**src/rtl/ac_sequencer_if.sv**
```systemverilog
// ac_sequencer_if: request/response handshake between main control and the accumulator sequencer.
interface ac_sequencer_if #(parameter int WIDTH = 16);
  logic             req_valid;
  logic             req_ready;
  logic [3:0]       req_op;
  logic [WIDTH-1:0] req_operand;
  logic             rsp_valid;
  logic             rsp_skip;
  logic             rsp_wen;
  logic [WIDTH-1:0] rsp_wdata;
  modport master (output req_valid, req_op, req_operand,
                  input  req_ready, rsp_valid, rsp_skip, rsp_wen, rsp_wdata);
  modport slave  (input  req_valid, req_op, req_operand,
                  output req_ready, rsp_valid, rsp_skip, rsp_wen, rsp_wdata);
endinterface

```
**src/rtl/ac_sequencer.sv**
```systemverilog
// ac_sequencer: load/execute/respond controller owning AC, E and DR around an external combinational ALU.
module ac_sequencer #(parameter int WIDTH = 16) (
  input  logic             clk,
  input  logic             rst_n,
  ac_sequencer_if.slave    bus,
  output logic [WIDTH-1:0] alu_ac,
  output logic [WIDTH-1:0] alu_dr,
  output logic [3:0]       alu_code,
  output logic             alu_ei,
  input  logic             alu_eo,
  input  logic [WIDTH-1:0] alu_dataout,
  output logic [WIDTH-1:0] ac_q,
  output logic             e_q
);
  localparam logic [3:0] OP_AND = 4'h0, OP_ADD = 4'h1, OP_LDA = 4'h2, OP_ISZ = 4'h3,
                         OP_CLA = 4'h4, OP_CLE = 4'h5, OP_CMA = 4'h6, OP_CME = 4'h7,
                         OP_CIR = 4'h8, OP_CIL = 4'h9, OP_INC = 4'hA, OP_SPA = 4'hB,
                         OP_SNA = 4'hC, OP_SZA = 4'hD, OP_SZE = 4'hE, OP_STA = 4'hF;
  localparam logic [3:0] CODE_PASS = 4'b1101;
  typedef enum logic [1:0] {IDLE, LOAD, EXEC, RESP} state_e;
  state_e           state_q, state_d;
  logic [3:0]       op_q, op_d, exec_code;
  logic [WIDTH-1:0] opnd_q, opnd_d, dr_q, dr_d, ac_d, wdata_q, wdata_d;
  logic             e_d, skip_q, skip_d, wen_q, wen_d;
  always_comb begin
    case (op_q)
      OP_AND:  exec_code = 4'b0000;
      OP_ADD:  exec_code = 4'b0001;
      OP_LDA:  exec_code = 4'b0010;
      OP_ISZ:  exec_code = 4'b1100;
      OP_CLA:  exec_code = 4'b0111;
      OP_CLE:  exec_code = 4'b1000;
      OP_CMA:  exec_code = 4'b0011;
      OP_CME:  exec_code = 4'b1001;
      OP_CIR:  exec_code = 4'b0100;
      OP_CIL:  exec_code = 4'b0101;
      OP_INC:  exec_code = 4'b0110;
      default: exec_code = CODE_PASS;
    endcase
  end
  always_comb begin
    state_d = state_q;
    op_d    = op_q;
    opnd_d  = opnd_q;
    dr_d    = dr_q;
    ac_d    = ac_q;
    e_d     = e_q;
    skip_d  = 1'b0;
    wen_d   = 1'b0;
    wdata_d = '0;
    case (state_q)
      IDLE: if (bus.req_valid) begin
        state_d = LOAD;
        op_d    = bus.req_op;
        opnd_d  = bus.req_operand;
      end
      LOAD: begin
        state_d = EXEC;
        dr_d    = opnd_q;
      end
      EXEC: begin
        state_d = RESP;
        ac_d    = (op_q inside {OP_AND, OP_ADD, OP_LDA, OP_CMA, OP_CIR, OP_CIL, OP_INC, OP_CLA}) ? alu_dataout : ac_q;
        e_d     = (op_q inside {OP_ADD, OP_CIR, OP_CIL, OP_CLE, OP_CME}) ? alu_eo : e_q;
        // skip tests see AC/E as they stood before this op's write-back
        skip_d  = (op_q == OP_SPA) ? ~ac_q[WIDTH-1] :
                  (op_q == OP_SNA) ?  ac_q[WIDTH-1] :
                  (op_q == OP_SZA) ? (ac_q == '0) :
                  (op_q == OP_SZE) ? ~e_q :
                  (op_q == OP_ISZ) ? (alu_dataout == '0) : 1'b0;
        wen_d   = op_q inside {OP_ISZ, OP_STA};
        wdata_d = (op_q == OP_ISZ) ? alu_dataout : (op_q == OP_STA) ? ac_q : '0;
      end
      default: state_d = IDLE;
    endcase
  end
  always_ff @(posedge clk or negedge rst_n) begin
    if (!rst_n) begin
      state_q <= IDLE;
      op_q    <= '0;
      opnd_q  <= '0;
      dr_q    <= '0;
      ac_q    <= '0;
      e_q     <= 1'b0;
      skip_q  <= 1'b0;
      wen_q   <= 1'b0;
      wdata_q <= '0;
    end else begin
      state_q <= state_d;
      op_q    <= op_d;
      opnd_q  <= opnd_d;
      dr_q    <= dr_d;
      ac_q    <= ac_d;
      e_q     <= e_d;
      skip_q  <= skip_d;
      wen_q   <= wen_d;
      wdata_q <= wdata_d;
    end
  end
  assign bus.req_ready = (state_q == IDLE);
  assign bus.rsp_valid = (state_q == RESP);
  assign bus.rsp_skip  = skip_q;
  assign bus.rsp_wen   = wen_q;
  assign bus.rsp_wdata = wdata_q;
  assign alu_ac        = ac_q;
  assign alu_dr        = dr_q;
  assign alu_ei        = e_q;
  assign alu_code      = (state_q == EXEC) ? exec_code : CODE_PASS;
endmodule

```
**src/flat_wrapper.sv**
```systemverilog
// flat-port wrapper written by rule: the top's interface ports become plain ports
module ac_sequencer_flat 
#(parameter int WIDTH = 16)
  (clk, rst_n, alu_ac, alu_dr, alu_code, alu_ei, alu_eo, alu_dataout, ac_q, e_q, bus_req_valid, bus_req_op, bus_req_operand, bus_req_ready, bus_rsp_valid, bus_rsp_skip, bus_rsp_wen, bus_rsp_wdata);
  ac_sequencer_if #(.WIDTH(WIDTH)) bus_i ();
  input  logic clk;
  input  logic rst_n;
  output logic [WIDTH-1:0] alu_ac;
  output logic [WIDTH-1:0] alu_dr;
  output logic [3:0] alu_code;
  output logic alu_ei;
  input  logic alu_eo;
  input  logic [WIDTH-1:0] alu_dataout;
  output logic [WIDTH-1:0] ac_q;
  output logic e_q;
  input wire logic [$bits(bus_i.req_valid)-1:0] bus_req_valid;
  input wire logic [$bits(bus_i.req_op)-1:0] bus_req_op;
  input wire logic [$bits(bus_i.req_operand)-1:0] bus_req_operand;
  output wire logic [$bits(bus_i.req_ready)-1:0] bus_req_ready;
  output wire logic [$bits(bus_i.rsp_valid)-1:0] bus_rsp_valid;
  output wire logic [$bits(bus_i.rsp_skip)-1:0] bus_rsp_skip;
  output wire logic [$bits(bus_i.rsp_wen)-1:0] bus_rsp_wen;
  output wire logic [$bits(bus_i.rsp_wdata)-1:0] bus_rsp_wdata;
  assign bus_i.req_valid = bus_req_valid;
  assign bus_i.req_op = bus_req_op;
  assign bus_i.req_operand = bus_req_operand;
  assign bus_req_ready = bus_i.req_ready;
  assign bus_rsp_valid = bus_i.rsp_valid;
  assign bus_rsp_skip = bus_i.rsp_skip;
  assign bus_rsp_wen = bus_i.rsp_wen;
  assign bus_rsp_wdata = bus_i.rsp_wdata;
  ac_sequencer #(.WIDTH(WIDTH)) u_core (.clk(clk), .rst_n(rst_n), .bus(bus_i), .alu_ac(alu_ac), .alu_dr(alu_dr), .alu_code(alu_code), .alu_ei(alu_ei), .alu_eo(alu_eo), .alu_dataout(alu_dataout), .ac_q(ac_q), .e_q(e_q));
endmodule
```
**config.mk**
```make
export PLATFORM = sky130hd
export DESIGN_NAME = ac_sequencer_flat
export DESIGN_NICKNAME = d
export VERILOG_FILES = /design/src/rtl/ac_sequencer_if.sv /design/src/rtl/ac_sequencer.sv /design/src/flat_wrapper.sv
export SDC_FILE = /design/constraint.sdc
export NUM_CORES = 1
export LEC_CHECK = 0
export CAP_MARGIN = 20
export CORE_AREA = 2 2 93 95
export CTS_CLUSTER_SIZE = 14
export DETAILED_ROUTE_END_ITERATION = 10
export DIE_AREA = 0 0 95 97
export PLACE_DENSITY_LB_ADDON = 0.2
export SLEW_MARGIN = 25
export SYNTH_ARGS = -nofsm -noshare
export SYNTH_HDL_FRONTEND = slang
export SYNTH_SLANG_ARGS = --single-unit
```
**constraint.sdc**
```tcl
create_clock -name clk -period 3.8 [get_ports clk]
set_clock_uncertainty 0.05 [all_clocks]
set_input_delay 0.95 -clock clk [delete_from_list [all_inputs] [get_ports clk]]
set_output_delay 0.95 -clock clk [all_outputs]
set_load 0.02 [all_outputs]
```
==> results.cfg <==
[synthesis]
synth_fa_ha_area_share_pct = 1.95
syn-num-nets = 284
avgSynthCellArea_sq_um = 13.4
synth.area.mux_share_pct = 18.9
synthFlopType = dfrtp_1
yosysUniqueCellTypes = 36
yosysTopAreaCell = dfrtp_1
synthCells = 239
ys_warn_count = 0
ys_async_sr_fraction_pct = 100
syn_area_sq_um = 3210
yosys.area_share.simple_pct = 9.24
synth_edf_count = 0
synth_xor_xnor_area_share_pct = 0
synthDominantCellAreaShare_pct = 56.9
ys_seq_area_share_pct = 56.9
synth_compound_area_share_pct = 6.51
yosys-top-cells-area = dfrtp_1 (57%), mux2_2 (15%), buf_4 (4.4%)
synth_top_family_by_area = multiplexers
synth-seq-cells = 73

[placement]
gp_congestion = 0.759
portBuffers = 113
dpl.cell_count = 429
hpwl_um = 4890

[global_route]
use_met3_pct = 4.60
antenna_found_initial = 0
grt_usage_pct = 15.5
grt_pass1_wl_um = 11300
grtUsageMet2_pct = 24.8
first_global_vias = 2221
use_met1_pct = 20.1
grt.overflow.total = 0
grt_max_degree = 74
busiest_layer = met2

[power]
power_frac_comb_pct = 49.3
p_int_w = 0.00245
p_leak_nw = 1.81
power.clock.fraction_pct = 15.0
swShare_pct = 37.4
switchingPower_w = 0.00147
irDropWorstVdd_v = 0.000319
seqPwrFrac_pct = 35.7
power.density_nw_per_um2 = 875

[timing]
worst_pin_slew_ns = 0.772
post-route-period-util_pct = 86.3
whs_ns = 0.447
tns_ns = 0
fmax_mhz = 305
slew_violations = 0
relSlewSlack_pct = 48.6
rsz0062_at_grt = no
min_period_ns = 3.28
report.final.setup_viol = 0
hold_viol_final = 0

[job]
drv_cap = 0

[clocking]
cts_repair_resize_count = 0
cts_max_path_buffers = 2
clkSlewWorstSetupHoldPaths_ns = 0.07
clock_latency_ns = 0.33
ctsHoldBuffers = 0
ctsHtreeMaxLevel = 3
cts_setup_buffers = 0
cts_made_buffers = 9
cts.sinks = 73
cts-root-buf = clkbuf_8
tritoncts = done

[floorplan]
initial_utilization_pct = 39.5
core-area_sq_um = 8130
die_x_um = 95
die-area_sq_um = 9220
ios = 114
num_rows = 33
fp.dieH_um = 97

[drt]
vias_per_cell = 4.98
first_iter_violations = 68
antenna_left = 0
routedWlPerCell_um = 15.4
drt_wl_total_um = 6870
vias = 2215
drcViolationCount = 0
drt-pass1-iter-count = 6

[finish]
fin_cells = 445
layout_common_cells = clkdlybuf4s50_1 (112), dfrtp_1 (73), mux2_2 (43)
final_common_cell = clkdlybuf4s50_1
syn2layout_area_growth_pct = 39.6
final_net_count = 380
antenna_cells = 0
final_core_util_pct = 55.1
fillers = 704
drive_above_1_share_pct = 19.4

[hold_path]
hold_class = register to register

[setup_path]
worstPathMaxFanout = 10
worst_setup_path_start_kind = register
end_kind = output pin
cp.required_ns = 2.80
cp.arrival_ns = 2.28
critical_path_class = register to output pin

[outcome]
status = finished, final reports clean
==> layer usage <==
layer / share of wire [%] / vias up
met5: 0 / -
met1: 42 / 1089
met2: 48 / 94
met4: 1.0 / 0
li1: - / 1025
met3: 8.5 / 7
==> cells in the mapped netlist (2+ instances only) <==
library cell / instances
nor2b_1: 16
nor2_1: 3
buf_4: 19
nor4_1: 7
nand2_1: 4
nand2b_1: 2
clkbuf_1: 5
a21oi_1: 3
inv_1: 3
dfrtp_1: 73
ha_1: 5
mux2_2: 43
o21ai_0: 4
mux2_1: 10
a22oi_1: 16
buf_2: 5
nand2_2: 2
==> flip-flops by register name, summed over array words and instances, names as in the netlist <==
signal and cells:
u_core.ac_q 16, u_core.op_q 4, u_core.state_q 2, u_core.bus.rsp_wen 1, u_core.alu_dr 16, u_core.bus.rsp_skip 1
u_core.opnd_q 16, u_core.alu_ei 1, u_core.bus.rsp_wdata 16
==> through the flow <==
stage	instance area, sq um	total power (W)	setup WS [ns]
finish	4480	0.00392	0.519
global route	4480	0.00417	0.379
CTS	4480	0.00398	0.458
detailed placement	4290	0.00337	0.832
global placement	4290	0.00334	0.883
floorplan	3210	0.00264	1.48
==> worst max-delay path, cell delays in order, from the launching register on <==
cell and delay (ns):
dfrtp_1 0.42, inv_1 0.11, ha_1 0.37, or4b_1 0.49, clkdlybuf4s50_1 0.56
==> logic make-up (layout without fill, tap and decap cells) <==
family,after synthesis,in the layout
flip-flops,73,73
AO/OA/AOI/OAI,29,29
adder cells (fa/ha/maj),5,5
buffers and inverters,33,134
multiplexers,54,54
AND/OR/NAND/NOR,45,45
==> final timing paths <==
path / startpoint / to / slack (ns) / depth (start not counted)
min in group asynchronous: rst_n / u_core.bus.rsp_wdata[3]$_DFF_PN0_ / 0.57 / 1
max in group asynchronous: rst_n / u_core.alu_dr[10]$_DFFE_PN0N_ / 2.66 / 1
max: u_core.state_q[0]$_DFFE_PN0P_ / alu_code[2] / 0.52 / 4
min reg2reg: u_core.opnd_q[5]$_DFFE_PN0P_ / u_core.alu_dr[5]$_DFFE_PN0N_ / 0.45 / 1
max reg2reg: u_core.state_q[0]$_DFFE_PN0P_ / u_core.opnd_q[8]$_DFFE_PN0P_ / 1.87 / 5
min: u_core.opnd_q[5]$_DFFE_PN0P_ / u_core.alu_dr[5]$_DFFE_PN0N_ / 0.45 / 1
==> power groups by stage <==
stage,combinational (W),clock (W),sequential [W]
after floorplan,0.00108,0,0.00156
after global placement,0.00194,0,0.00140
after detailed placement,0.00196,0,0.00141
after CTS,0.00197,0.000608,0.00140
after global routing,0.00208,0.000643,0.00145
final,0.00193,0.000587,0.00140
==> cell type report <==
class                   count  area, sq um  area share, %
multi-input cells         133         1170           26.2
flip-flops and latches     73         1830           40.8
clock inverters             3         40.0          0.894
clock buffers              13          149           3.32
repair buffers            115         1150           25.6
inverters                   3         11.3          0.251
well taps                 105          131           2.93
Power figures use the tool's default switching activity.
